===== src/rtl/dffram_ahbl_arbiter_pkg.sv =====
// Shared types and helpers for the dual-port AHB-Lite front end of a single-port DFFRAM.
package dffram_ahbl_arbiter_pkg;

    typedef enum logic [1:0] {
        ST_IDLE  = 2'd0,
        ST_WAIT  = 2'd1,
        ST_RDATA = 2'd2
    } port_state_e;

    localparam logic [2:0] HSIZE_BYTE = 3'b000;
    localparam logic [2:0] HSIZE_HALF = 3'b001;
    localparam logic [2:0] HSIZE_WORD = 3'b010;

    // Unsupported sizes decode to no lanes, so the write completes as a no-op.
    function automatic logic [3:0] byte_en_decode(input logic [2:0] hsize, input logic [1:0] addr_lo);
        logic [3:0] be;
        be = '0;
        case (hsize)
            HSIZE_BYTE: be = 4'b0001 << addr_lo;
            HSIZE_HALF: be = addr_lo[1] ? 4'b1100 : 4'b0011;
            HSIZE_WORD: be = '1;
            default:    be = '0;
        endcase
        return be;
    endfunction

endpackage


===== src/rtl/dffram_ahbl_arbiter_port.sv =====
// One AHB-Lite slave port: address-phase capture, per-port FSM and wait-state generation
// against a shared RAM granted by the parent arbiter.
module dffram_ahbl_arbiter_port
    import dffram_ahbl_arbiter_pkg::*;
#(
    parameter int unsigned AW = 9
) (
    input  logic          clk_i,
    input  logic          rst_ni,
    input  logic          hsel_i,
    input  logic [AW+1:0] haddr_i,
    input  logic          htrans_act_i,
    input  logic          hwrite_i,
    input  logic [2:0]    hsize_i,
    input  logic          hready_i,
    input  logic          gnt_i,
    input  logic [31:0]   ram_do_i,
    output logic          req_o,
    output logic          wr_o,
    output logic [AW-1:0] addr_o,
    output logic [3:0]    be_o,
    output logic          hreadyout_o,
    output logic [31:0]   hrdata_o
);

    port_state_e   state_q, state_d;
    logic          slot_wr_q, slot_wr_d;
    logic [AW-1:0] slot_a_q, slot_a_d;
    logic [3:0]    slot_be_q, slot_be_d;
    logic [31:0]   rdata_q, rdata_d;
    logic          accept;

    always_ff @(posedge clk_i or negedge rst_ni) begin
        if (!rst_ni) begin
            state_q   <= ST_IDLE;
            slot_wr_q <= 1'b0;
            slot_a_q  <= '0;
            slot_be_q <= '0;
            rdata_q   <= '0;
        end else begin
            state_q   <= state_d;
            slot_wr_q <= slot_wr_d;
            slot_a_q  <= slot_a_d;
            slot_be_q <= slot_be_d;
            rdata_q   <= rdata_d;
        end
    end

    always_comb begin
        hreadyout_o = 1'b1;
        if (state_q == ST_WAIT) begin
            hreadyout_o = gnt_i & slot_wr_q;
        end
        // Gating with our own ready keeps a stalled slot intact even if HREADY is driven loosely.
        accept = hsel_i & htrans_act_i & hready_i & hreadyout_o;

        state_d   = state_q;
        slot_wr_d = slot_wr_q;
        slot_a_d  = slot_a_q;
        slot_be_d = slot_be_q;
        rdata_d   = rdata_q;

        if (accept) begin
            slot_wr_d = hwrite_i;
            slot_a_d  = haddr_i[AW+1:2];
            slot_be_d = byte_en_decode(hsize_i, haddr_i[1:0]);
        end

        case (state_q)
            ST_IDLE: begin
                if (accept) state_d = ST_WAIT;
            end
            ST_WAIT: begin
                if (gnt_i) begin
                    if (slot_wr_q) state_d = accept ? ST_WAIT : ST_IDLE;
                    else           state_d = ST_RDATA;
                end
            end
            ST_RDATA: begin
                rdata_d = ram_do_i;
                state_d = accept ? ST_WAIT : ST_IDLE;
            end
            default: state_d = ST_IDLE;
        endcase
    end

    assign req_o    = (state_q == ST_WAIT);
    assign wr_o     = slot_wr_q;
    assign addr_o   = slot_a_q;
    assign be_o     = slot_be_q;
    assign hrdata_o = (state_q == ST_RDATA) ? ram_do_i : rdata_q;

endmodule


===== src/rtl/dffram_ahbl_arbiter.sv =====
// Two AHB-Lite slave ports sharing one single-port DFFRAM: round-robin or fixed-priority
// arbitration with the granted port's address/strobes/data steered onto the macro.
module dffram_ahbl_arbiter
    import dffram_ahbl_arbiter_pkg::*;
#(
    parameter int unsigned AW        = 9,
    parameter int unsigned FIXED_PRI = 0
) (
    input  logic          HCLK,
    input  logic          HRESETn,
    input  logic          P0_HSEL,
    input  logic [31:0]   P0_HADDR,
    input  logic [1:0]    P0_HTRANS,
    input  logic          P0_HWRITE,
    input  logic [2:0]    P0_HSIZE,
    input  logic          P0_HREADY,
    input  logic [31:0]   P0_HWDATA,
    output logic          P0_HREADYOUT,
    output logic [31:0]   P0_HRDATA,
    input  logic          P1_HSEL,
    input  logic [31:0]   P1_HADDR,
    input  logic [1:0]    P1_HTRANS,
    input  logic          P1_HWRITE,
    input  logic [2:0]    P1_HSIZE,
    input  logic          P1_HREADY,
    input  logic [31:0]   P1_HWDATA,
    output logic          P1_HREADYOUT,
    output logic [31:0]   P1_HRDATA,
    output logic          ram_en,
    output logic [AW-1:0] ram_a,
    output logic [31:0]   ram_di,
    output logic [3:0]    ram_we,
    input  logic [31:0]   ram_do
);

    logic          req0, req1, gnt0, gnt1;
    logic          wr0, wr1;
    logic [AW-1:0] a0, a1;
    logic [3:0]    be0, be1;
    logic          last1_q, last1_d;
    logic [AW-1:0] ram_a_q;
    logic [31:0]   ram_di_q;
    logic          unused_ahb;

    assign unused_ahb = ^{P0_HADDR[31:AW+2], P1_HADDR[31:AW+2], P0_HTRANS[0], P1_HTRANS[0]};

    dffram_ahbl_arbiter_port #(.AW(AW)) u_port0 (
        .clk_i        (HCLK),
        .rst_ni       (HRESETn),
        .hsel_i       (P0_HSEL),
        .haddr_i      (P0_HADDR[AW+1:0]),
        .htrans_act_i (P0_HTRANS[1]),
        .hwrite_i     (P0_HWRITE),
        .hsize_i      (P0_HSIZE),
        .hready_i     (P0_HREADY),
        .gnt_i        (gnt0),
        .ram_do_i     (ram_do),
        .req_o        (req0),
        .wr_o         (wr0),
        .addr_o       (a0),
        .be_o         (be0),
        .hreadyout_o  (P0_HREADYOUT),
        .hrdata_o     (P0_HRDATA)
    );

    dffram_ahbl_arbiter_port #(.AW(AW)) u_port1 (
        .clk_i        (HCLK),
        .rst_ni       (HRESETn),
        .hsel_i       (P1_HSEL),
        .haddr_i      (P1_HADDR[AW+1:0]),
        .htrans_act_i (P1_HTRANS[1]),
        .hwrite_i     (P1_HWRITE),
        .hsize_i      (P1_HSIZE),
        .hready_i     (P1_HREADY),
        .gnt_i        (gnt1),
        .ram_do_i     (ram_do),
        .req_o        (req1),
        .wr_o         (wr1),
        .addr_o       (a1),
        .be_o         (be1),
        .hreadyout_o  (P1_HREADYOUT),
        .hrdata_o     (P1_HRDATA)
    );

    // last1_q records which port won most recently; reset to 1 so P0 wins the first tie.
    always_comb begin
        gnt0 = 1'b0;
        gnt1 = 1'b0;
        if (req0 && req1) begin
            if ((FIXED_PRI != 0) || last1_q) gnt0 = 1'b1;
            else                             gnt1 = 1'b1;
        end else begin
            gnt0 = req0;
            gnt1 = req1;
        end
        last1_d = last1_q;
        if (gnt0 || gnt1) last1_d = gnt1;
    end

    always_comb begin
        ram_en = gnt0 | gnt1;
        ram_a  = ram_a_q;
        ram_di = ram_di_q;
        ram_we = '0;
        if (gnt0) begin
            ram_a  = a0;
            ram_di = P0_HWDATA;
            ram_we = wr0 ? be0 : 4'b0000;
        end else if (gnt1) begin
            ram_a  = a1;
            ram_di = P1_HWDATA;
            ram_we = wr1 ? be1 : 4'b0000;
        end
    end

    always_ff @(posedge HCLK or negedge HRESETn) begin
        if (!HRESETn) begin
            last1_q  <= 1'b1;
            ram_a_q  <= '0;
            ram_di_q <= '0;
        end else begin
            last1_q  <= last1_d;
            ram_a_q  <= ram_a;
            ram_di_q <= ram_di;
        end
    end

endmodule


===== config.mk =====
export PLATFORM = sky130hd
export DESIGN_NAME = dffram_ahbl_arbiter
export DESIGN_NICKNAME = d
export VERILOG_FILES = /design/src/rtl/dffram_ahbl_arbiter_pkg.sv /design/src/rtl/dffram_ahbl_arbiter_port.sv /design/src/rtl/dffram_ahbl_arbiter.sv
export SDC_FILE = /design/constraint.sdc
export NUM_CORES = 1
export LEC_CHECK = 0
export CAP_MARGIN = 15
export CORE_UTILIZATION = 30
export CTS_CLUSTER_DIAMETER = 40
export CTS_CLUSTER_SIZE = 28
export DETAILED_ROUTE_END_ITERATION = 10
export GPL_TIMING_DRIVEN = 0
export PLACE_DENSITY = 0.73
export SYNTH_ARGS = -nofsm -noshare
export SYNTH_HDL_FRONTEND = slang
export SYNTH_SLANG_ARGS = --single-unit

===== constraint.sdc =====
create_clock -name HCLK -period 4 [get_ports HCLK]
set_input_delay 0.6 -clock HCLK [delete_from_list [all_inputs] [get_ports HCLK]]
set_output_delay 0.6 -clock HCLK [all_outputs]
set_load 0.02 [all_outputs]

* Word level (Yosys, flattened, before mapping)
Cells that the tools add are included.
** Word-level totals
- Bits in registers :: 138
- Bits of input ports :: 178
- Output and inout bits :: 112
- Word-level logic and storage cells :: 74
** Operators by class
- Reductions and logical operators :: 8
- Muxes and demuxes :: 30
- Bitwise logic cells :: 9
- Shift operators :: 2
- Equal/unequal tests :: 12
** Operators by type and width (number)
- $mux 32 :: 4
- $mux 4 :: 6
- $pmux 4 s3 :: 2
- $mux 9 :: 2
- $mux 2 :: 6
- $pmux 2 s3 :: 2
- $and 1x1->1 :: 8
- $mux 1 :: 8
- $ne 2x1->1 const B :: 4
- $shl 1x2->4 const A :: 2
- $eq 3x1->1 const B :: 2
- $eq 3x2->1 const B :: 2
- $logic_not 3->1 :: 2
- $eq 2x1->1 const B :: 2
- $eq 2x2->1 const B :: 2
- $logic_not 2->1 :: 2
- $reduce_and 2->1 :: 2
- $logic_and 1x1->1 :: 1
- $logic_or 1x1->1 :: 1
- $or 1x1->1 :: 1

* Depth between registers and ports, before layout
Gate-level depths: netlist of run 1.
- Depth after elaboration :: 10
- Mapped depth :: 6
- Gate-level depth less buffers :: 4

* By module
Synthesis of run 1 repeated with hierarchy kept, for this count alone.
** Unflattened totals
- Cell total of the unflattened synthesis :: 538
- Area total of the unflattened synthesis :: 6523.8 µm²
** Modules (own cells, without submodules)
- dffram_ahbl_arbiter_port :: times used 2, area an instance 2063.2 µm², seq. area each 1201.2 µm², cells an instance 147
- dffram_ahbl_arbiter :: times used 1, area an instance 2397.3 µm², seq. area each 1052.3 µm², cells an instance 244

* Worst setup path after synthesis of run 1
OpenSTA, ideal clock, no wires.
- Kind :: flip-flop to output port
- Start :: reg last1_q
- End :: out ram_a[0]
- Path buffers :: 2
- Setup slack :: 1.708 ns
- Required time :: 3.400 ns
- Data arrival time :: 1.692 ns
- Stages on the path, launching flop included :: 7
- Cells stage by stage :: dfstp_2 buf_2 nand3b_1 nand2_1 clkbuf_1 nand2_1 a21oi_1
** On the way
- Cells in the longest elaborated chain, start to end :: 4
- Elaborated cells on any way between the ends :: 6
- Classes of those cells :: mux (6)
** RTL lines
- start: declaration :: line dffram_ahbl_arbiter.sv:40 : logic last1_q, last1_d;
- start signal: assignment :: line dffram_ahbl_arbiter.sv:122 : last1_q <= last1_d;
- $mux 1 :: line dffram_ahbl_arbiter.sv:90 : if ((FIXED_PRI != 0) || last1_q) gnt0 = 1'b1;
- $mux 1 :: line dffram_ahbl_arbiter.sv:89 : if (req0 && req1) begin
- $mux 9 :: line dffram_ahbl_arbiter.sv:109 : end else if (gnt1) begin
- $mux 9 * :: line dffram_ahbl_arbiter.sv:105 : if (gnt0) begin
- end: declaration :: line dffram_ahbl_arbiter.sv:30 : output logic [AW-1:0] ram_a,
Every way passes the cells marked *; elsewhere a longest branch is shown, timed or not.

* Final worst setup path of run 1
- Start :: reg last1_q
- End :: out ram_a[2]
The elaborated chain is that of the path after synthesis.

==> results_dict.tcl, run 1 <==
set metrics [dict create \
    yosysUniqueCellTypes 30 \
    wl_um 16500 \
    grt_use_total_pct 17.1 \
    finalPower_mw 5.63 \
    n_antenna_cell 0 \
    area_delta_synth_final_pct 59.5 \
    r2r-start "last1_q" \
    syn-instance-count 511 \
    fin_setup_tns_ps 0 \
    slew_headroom_pct 62.0 \
    layout_common_cells "clkdlybuf4s50_1, dfrtp_1, a21oi_1" \
    ys_ff_latch 138 \
    layout_commonest_cell "clkdlybuf4s50_1" \
    gr-total-overflow 0 \
    max_freq_ghz 0.276 \
    yosysWarnings 0 \
    core_area_um2 18800 \
    antenna_found_initial 0 \
    ant_nets 0 \
    clk_latency_ps 410 \
    final_max_slew_viol_count 0 \
    initial_core_util_pct 30.6 \
    setup.worst_path.start "last1_q" \
    cts_tree "yes" \
    cp.arrival_ps 3030 \
    drt-vias-per-instance 4.64 \
    cts-root-buf "clkbuf_16" \
    die_area_um2 19700 \
    p_leak_nw 3.93 \
    postSynthAreaPerCell_um2 11.2 \
    cts_resized 0 \
    cts_setup_buffers 0 \
    fin_nets 954 \
    reg2regPathDepth 6 \
    ys_top_cells_by_area "dfrtp_1, mux2_2, a21oi_1" \
    synthArstFlopShare_pct 100 \
    die_x_um 140 \
    firstDrtPassIters 4 \
    clkSinkCount 138 \
    hp-class "in -> async" \
    critical_path_class "reg -> out" \
    finalCriticalPeriod_ps 3630 \
    cellPowerDensity_nw_per_um2 614 \
    route.detailed.drc 0 \
    setup_viol 0 \
    hold_violations 0 \
    grt_pass1_vias 4932 \
    seq_area_frac_synth_pct 60.1 \
    end_kind "output pin" \
    numCtsBuffers 17 \
    yosysTopAreaCellShare_pct 59.6 \
    htreeDepth 4 \
    hold_buffers 0 \
    skew_ps 6.43 \
    place_congestion 0.783 \
    status "completed" \
    grt_max_degree 81 \
    irDropWorstVdd_uv 273 \
    grt_pass1_wl_um 26000 \
    maxCapViolCount 0 \
    synth_top_area_cell "dfrtp_1" \
    nFillCells 1705 \
    row_count 50 \
    io_pins 290 \
    crit_required_ps 3400 \
    cts_buffer_depth 2 \
    tightest_slew_ps 570 \
    rsz0062_at_grt "false" \
    drtIter0Drc 172 \
    syn_area_um2 5750 \
    ys.flop_type "dfrtp_1" \
    post-route-period-util_pct 90.6 \
    synth_nets 689 \
    clk_pin_slew_ps 60 \
    cp_max_fo 10 \
    die_y_um 140 \
    worstSetupStartpointType "flop" \
    wl_per_cell_um 16.1 \
    synth_edf_count 0 \
    drive_gt1_share_pct 17.0 \
    dpl.hpwl_um 12100 \
    final_core_util_pct 48.9 \
    vias 4746 \
    portBuffers 245 \
]
[metrics by stage]
stage | setup WS, ps | hold slack [ps] | instances | instance area (µm²)
global placement | -3350 | 453 | 990 | 8490
global route | 180 | 181 | 1023 | 9170
CTS | 321 | 162 | 1023 | 9170
finish | 375 | 151 | 1023 | 9170
detailed placement | 795 | 464 | 991 | 8520
floorplan | 1710 | 304 | 511 | 5750
[cells in the mapped netlist, types with 2 or more instances]
| master | count |
|---|---|
| and3_1 | 2 |
| mux2_1 | 4 |
| mux2_4 | 2 |
| dfrtp_1 | 137 |
| clkbuf_1 | 7 |
| nand2b_1 | 4 |
| nand2_1 | 84 |
| buf_2 | 22 |
| a21boi_0 | 2 |
| o21ai_0 | 19 |
| nor2_1 | 48 |
| a21oi_1 | 85 |
| inv_1 | 4 |
| mux2_2 | 68 |
| nor2b_1 | 5 |
| a32o_1 | 4 |
[power by group]
| part | total, mW | internal [mW] | leakage, nW | switching [mW] |
|---|---|---|---|---|
| Clock | 1.71 | 1.11 | 0.313 | 0.598 |
| Combinational | 2.00 | 0.996 | 1.97 | 1.01 |
| Sequential | 1.91 | 1.80 | 1.65 | 0.116 |
| Total | 5.63 | 3.90 | 3.93 | 1.72 |
[per-layer routing]
metal / up-vias / track usage (%) / routed length (µm)
met5: - / 0 / 0
met4: 0 / 7.40 / 376
met3: 25 / 3.35 / 664
met2: 144 / 29.6 / 8310
met1: 2304 / 20.8 / 7150
li1: 2273 / - / -
[cell type report]
class	count	area [µm²]	area share, %
Tap cell	234	293	3.19
Inverter	4	15.0	0.164
Clock inverter	10	163	1.77
Buffer	30	148	1.61
Timing Repair Buffer	246	2480	27.1
Clock buffer	22	484	5.28
Multi-Input combinational cell	339	2130	23.2
Sequential cell	138	3450	37.7
[logic make-up after synthesis]
family | after synthesis | share of synthesized area, %
mux | 74 | 14.6
simple gates | 147 | 10.6
compound gates | 118 | 11.8
buf+inv | 34 | 2.83
flops | 138 | 60.1
[flip-flops by register name, summed over array words and instances, names as in the netlist, 4 cells and up]
signal           flops
u_port1.be_o         4
u_port0.be_o         4
ram_di_q            32
ram_a_q              9
u_port1.addr_o       9
u_port0.addr_o       9
u_port0.rdata_q     32
u_port1.rdata_q     32
[path summary, 6_finish.rpt]
path                                            end  slack [ps]
worst max-delay path                       ram_a[2]         370
worst min-delay path            u_port0.rdata_q[24]         150
worst max register to register           ram_a_q[2]        1940
worst min register to register    u_port1.addr_o[7]         470
max in group asynchronous           u_port0.be_o[0]        3060
min in group HCLK                 u_port1.addr_o[7]         470
[worst max-delay path, cell delays in order (launching register included)]
cell             delay, ps
dfstp_2                510
buf_2                  200
nand3b_1               150
nand2_1                300
clkbuf_1               460
nand2_1                100
a21oi_1                230
clkdlybuf4s50_1        650
Note: power is estimated with default switching activity, not from simulation.
==> run 2, diff against run 1 <==
--- a/config.mk
+++ b/config.mk
@@ -6,12 +6,12 @@
 export NUM_CORES = 1
 export LEC_CHECK = 0
 export CAP_MARGIN = 15
-export CORE_UTILIZATION = 30
+export CORE_UTILIZATION = 43
 export CTS_CLUSTER_DIAMETER = 40
 export CTS_CLUSTER_SIZE = 28
 export DETAILED_ROUTE_END_ITERATION = 10
 export GPL_TIMING_DRIVEN = 0
-export PLACE_DENSITY = 0.73
+export PLACE_DENSITY = 0.95
 export SYNTH_ARGS = -nofsm -noshare
 export SYNTH_HDL_FRONTEND = slang
 export SYNTH_SLANG_ARGS = --single-unit
==> run 2 against run 1 <==
Non-clock buffer count stayed put. Register-to-register slack better by 50 ps. Core utilization is 22 points higher. Sequential share of layout area is 0.41 points higher. Critical path type unchanged. First-iteration DRC count is 74% higher. Wire length is 3.2% higher. Maximum frequency is 1.6% higher. Sequential power hardly changed. Worst hold slack worse by 19 ps. Via count is 4.2% higher.
==> results_dict.tcl, run 2 (synthesis gave the netlist of run 1 again) <==
set metrics [dict create \
    status "completed" \
    setup.worst_path.end "ram_di[23]" \
    end_kind "output pin" \
    layout_commonest_cell "clkdlybuf4s50_1" \
    clk_pin_slew_ps 60 \
    worst_slack_ps 432 \
    cts_resized 0 \
    portBuffers 245 \
    core_area_um2 12800 \
    cp.arrival_ps 2970 \
    cts_setup_buffers 0 \
    rsz0062_at_grt "false" \
    dpl.hpwl_um 12000 \
    row_count 41 \
    hold_violations 0 \
    area_delta_synth_final_pct 57.8 \
    numCtsBuffers 17 \
    io_pins 290 \
    place_congestion 0.825 \
    cts_tree "yes" \
    busiest_layer "met2" \
    die_y_um 118 \
    grt_max_degree 85 \
    cts-root-buf "clkbuf_16" \
    setup.worst_path.start "last1_q" \
    irDropWorstVdd_uv 502 \
    reg2regPathDepth 6 \
    grt_pass1_vias 5295 \
    antenna_found_initial 0 \
    post-route-period-util_pct 89.2 \
    r2r-end "ram_di_q[23]" \
    hp-class "in -> async" \
    drtIter0Drc 300 \
    p_leak_nw 3.91 \
    holdWs_ps 132 \
    maxCapViolCount 0 \
    skew_ps 8.92 \
    clkSinkCount 138 \
    tightest_slew_ps 529 \
    critical_path_class "reg -> out" \
    rrSetupSlack_ps 1990 \
    max_freq_ghz 0.280 \
    drive_gt1_share_pct 17.1 \
    die_area_um2 13800 \
    layout_common_cells "clkdlybuf4s50_1, dfrtp_1, a21oi_1" \
    final_max_slew_viol_count 0 \
    fin_nets 954 \
    grt_pass1_wl_um 26900 \
    n_antenna_cell 0 \
    worstSetupStartpointType "flop" \
    drt-vias-per-instance 5.15 \
    gr-total-overflow 0 \
    vias 4946 \
    cellPowerDensity_nw_per_um2 620 \
    route.detailed.drc 0 \
    cts_buffer_depth 2 \
    die_x_um 118 \
    firstDrtPassIters 5 \
    grtUsageMet1_pct 28.5 \
    clk_latency_ps 420 \
    wl_um 17000 \
    hold_buffers 0 \
    use_met2_pct 43.8 \
    r2r-start "last1_q" \
    htreeDepth 4 \
    initial_core_util_pct 44.8 \
    finalCriticalPeriod_ps 3570 \
    wl_per_cell_um 17.7 \
    dpl_worst_slack_ps 852 \
    slew_headroom_pct 64.7 \
    cp_max_fo 10 \
    reg_top3 "ram_di_q: 32 flops, u_port0.rdata_q: 32 flops, u_port1.rdata_q: 32 flops" \
    ant_nets 0 \
    setup_viol 0 \
    grt_use_total_pct 25.3 \
    crit_required_ps 3400 \
    met3_usage_pct 7.22 \
]
-- run 2: cell types whose count changed in the layout (fill, tap and decap cells not counted) --
| cell | previous run | this run |
|---|---|---|
| clkinv_4 | 1 | 3 |
| clkbuf_8 | 4 | 0 |
| clkinv_2 | 2 | 3 |
| clkbuf_1 | 8 | 7 |
| clkinvlp_4 | 2 | 4 |
-- run 2: worst min-delay path by stage --
stage                    startpoint                  end
CTS                         HRESETn  u_port1.rdata_q[26]
finish                      HRESETn  u_port1.rdata_q[26]
floorplan                   HRESETn           ram_a_q[0]
global placement    u_port1.be_o[2]      u_port1.be_o[2]
detailed placement  u_port1.be_o[2]      u_port1.be_o[2]
global route                HRESETn  u_port1.rdata_q[26]
-- run 2: critical path: stages (launching register included) --
cell	delay, ps
dfstp_2	510
buf_2	190
nand3b_1	130
nand2_1	250
clkbuf_1	430
nand2_1	130
a21oi_1	240
clkdlybuf4s50_1	650
-- run 2: where the power goes --
group / switching (mW) / internal, mW / total [mW]
Sequential: 0.136 / 1.80 / 1.94
Combinational: 1.03 / 0.997 / 2.02
Clock: 0.619 / 1.04 / 1.66
-- run 2: metrics by stage --
step / TNS, ps / instance area [µm²] / power (mW) / util (%) / std cells
after floorplan: 0 / 5750 / 2.93 / - / 511
after global placement: -427810 / 8420 / 3.89 / 65.6 / 928
after detailed placement: 0 / 8440 / 3.97 / 65.8 / 929
after CTS: 0 / 9070 / 5.65 / 70.7 / 961
after global routing: 0 / 9070 / 5.85 / 70.7 / 961
final: 0 / 9070 / 5.62 / 70.7 / 961
-- run 2: per-layer routing --
layer / vias up / wire, µm
met2: 198 / 8790
met3: 43 / 930
met5: - / 0
li1: 2277 / -
met4: 0 / 602
met1: 2428 / 6700
-- run 2: area by class of cell --
class                      instances  area (µm²)
timing repair buffer             246        2480
fill                             895        3750
multi-input combinational        339        2130
tap                              172         215
clock inverter                    15         200
sequential                       138        3450
buffer                            30         148
inverter                           4        15.0
clock buffer                      17         425
==> run 3, diff against run 2 <==
--- a/config.mk
+++ b/config.mk
@@ -8,7 +8,7 @@
 export CAP_MARGIN = 15
 export CORE_UTILIZATION = 43
 export CTS_CLUSTER_DIAMETER = 40
-export CTS_CLUSTER_SIZE = 28
+export CTS_CLUSTER_SIZE = 40
 export DETAILED_ROUTE_END_ITERATION = 10
 export GPL_TIMING_DRIVEN = 0
 export PLACE_DENSITY = 0.95
==> constraint.sdc (replaced) <==
create_clock -name HCLK -period 4 [get_ports HCLK]
set_input_delay 1 -clock HCLK [delete_from_list [all_inputs] [get_ports HCLK]]
set_output_delay 1 -clock HCLK [all_outputs]
set_load 0.02 [all_outputs]
==> run 3 against run 2 <==
Final area is 0.25% higher. Combinational power hardly changed. Clock skew hardly changed. Non-clock buffer count is 2 higher. Core utilization is 0.18 points higher. Critical path depth stayed put. Clock power hardly changed. Largest cell class unchanged. Highest routed layer unchanged.
==> results_dict.tcl, run 3 (synthesis gave the netlist of run 1 again) <==
set metrics [dict create \
    clk_latency_ps 420 \
    max_freq_ghz 0.264 \
    p_switching_mw 1.78 \
    grt_pass1_wl_um 26900 \
    initial_core_util_pct 44.8 \
    min-delay-start "u_port1.addr_o[4]" \
    r2r-end "ram_di_q[23]" \
    io_pins 290 \
    numCtsBuffers 17 \
    drive_gt1_share_pct 17.8 \
    regArea_um2 3450 \
    worst_slack_ps 214 \
    grt_max_degree 85 \
    critical_path_class "reg -> out" \
    worstSetupStartpointType "flop" \
    wl_um 17100 \
    dpl.hpwl_um 12000 \
    rrSetupSlack_ps 2170 \
    p_sw_share_pct 31.7 \
    status "completed" \
    drtIter0Drc 311 \
    clkSinkCount 138 \
    post-route-period-util_pct 94.7 \
    firstDrtPassIters 4 \
    portBuffers 245 \
    finalPower_mw 5.62 \
    seqPwrFrac_pct 34.4 \
    r2r-start "last1_q" \
    setup_viol 0 \
    hold_depth 2 \
    final_max_slew_viol_count 0 \
    reg_top3 "ram_di_q: 32 flops, u_port0.rdata_q: 32 flops, u_port1.rdata_q: 32 flops" \
    core_area_um2 12800 \
    wl_per_cell_um 17.7 \
    cts-root-buf "clkbuf_16" \
    cts_buffer_depth 2 \
    finalCriticalPeriod_ps 3790 \
    die_y_um 118 \
    grt_pass1_vias 5295 \
    drt-vias-per-instance 5.13 \
    dpl_worst_slack_ps 452 \
    min_to "u_port1.addr_o[4]" \
    gr-total-overflow 0 \
    reg2regPathDepth 6 \
    vias 4936 \
    rsz0062_at_grt "false" \
    place_congestion 0.825 \
    skew_ps 8.43 \
    slew_headroom_pct 65.3 \
    cts_tree "yes" \
    hold_violations 0 \
    area_delta_synth_final_pct 58.2 \
    clk_pin_slew_ps 60 \
    cp_max_fo 10 \
    multi_input_area_um2 2130 \
    route.detailed.drc 0 \
    cellPowerDensity_nw_per_um2 618 \
    tightest_slew_ps 520 \
    power_frac_clock_pct 29.5 \
    hold_buffers 0 \
    maxCapViolCount 0 \
    fin_nets 956 \
    htreeDepth 4 \
    n_antenna_cell 0 \
    p_leak_nw 3.93 \
    cp.arrival_ps 2790 \
    ant_nets 0 \
    crit_required_ps 3000 \
    share_comb_of_total_power_pct 36.0 \
    layout_common_cells "clkdlybuf4s50_1, dfrtp_1, a21oi_1" \
    grt_use_total_pct 25.3 \
    row_count 41 \
    antenna_found_initial 0 \
    intPower_mw 3.84 \
    irDropWorstVdd_uv 501 \
    layout_commonest_cell "clkdlybuf4s50_1" \
    hp-class "reg -> reg" \
    die_area_um2 13800 \
    nFillCells 891 \
    end_kind "output pin" \
    die_x_um 118 \
]
run 3: critical path, cell delays in order (launching register included):
cell,delay [ps]
dfstp_2,510
buf_2,190
nand3b_1,130
nand2_1,250
clkbuf_2,300
nand2_1,110
a21oi_1,220
clkdlybuf4s50_1,650
run 3: power groups by stage:
stage / combinational [mW] / clock, mW / sequential [mW]
global route: 2.14 / 1.74 / 1.97
detailed placement: 2.02 / 0 / 1.95
global placement: 1.97 / 0 / 1.92
CTS: 2.04 / 1.68 / 1.93
floorplan: 1.03 / 0 / 1.90
finish: 2.03 / 1.66 / 1.94
run 3: worst max path at each step:
stage | endpoint | slack, ps | depth (start not counted) | start
floorplan | ram_a[0] | 1310 | 6 | last1_q
global placement | u_port1.be_o[0] | -3530 | 1 | HRESETn
detailed placement | ram_a[4] | 450 | 7 | last1_q
CTS | ram_di[23] | 8 | 7 | last1_q
global route | ram_di[0] | 7 | 7 | last1_q
finish | ram_di[23] | 210 | 7 | last1_q
run 3: final cells by class:
class                           count  area share (%)
Buffer                             30            1.71
Timing Repair Buffer              248            27.5
Clock inverter                     15            2.20
Tap cell                          172            2.37
Sequential cell                   138            38.0
Clock buffer                       17            4.68
Inverter                            4           0.165
Multi-Input combinational cell    339            23.4
run 3: through the flow:
stage	setup TNS (ps)	util (%)	area, µm²	hold WS (ps)	cells
detailed placement	0	65.8	8440	461	929
global route	0	70.9	9090	501	963
finish	0	70.9	9090	481	963
global placement	-483010	65.6	8420	451	928
CTS	0	70.7	9070	475	961
floorplan	0	-	5750	439	511
run 3: timing repair:
item                                   4_1_cts  5_1_grt
setup buffers                                0        2
endpoints found under the hold margin        0        0
resized for setup                            1        7
setup endpoints to repair                    4       39
run 3: routing by layer:
layer	up-vias	track usage [%]	share of wire, %
li1	2283	-	-
met1	2417	28.5	40
met2	193	43.8	52
met3	43	7.22	5.3
met4	0	12.2	3.5
met5	-	0	0
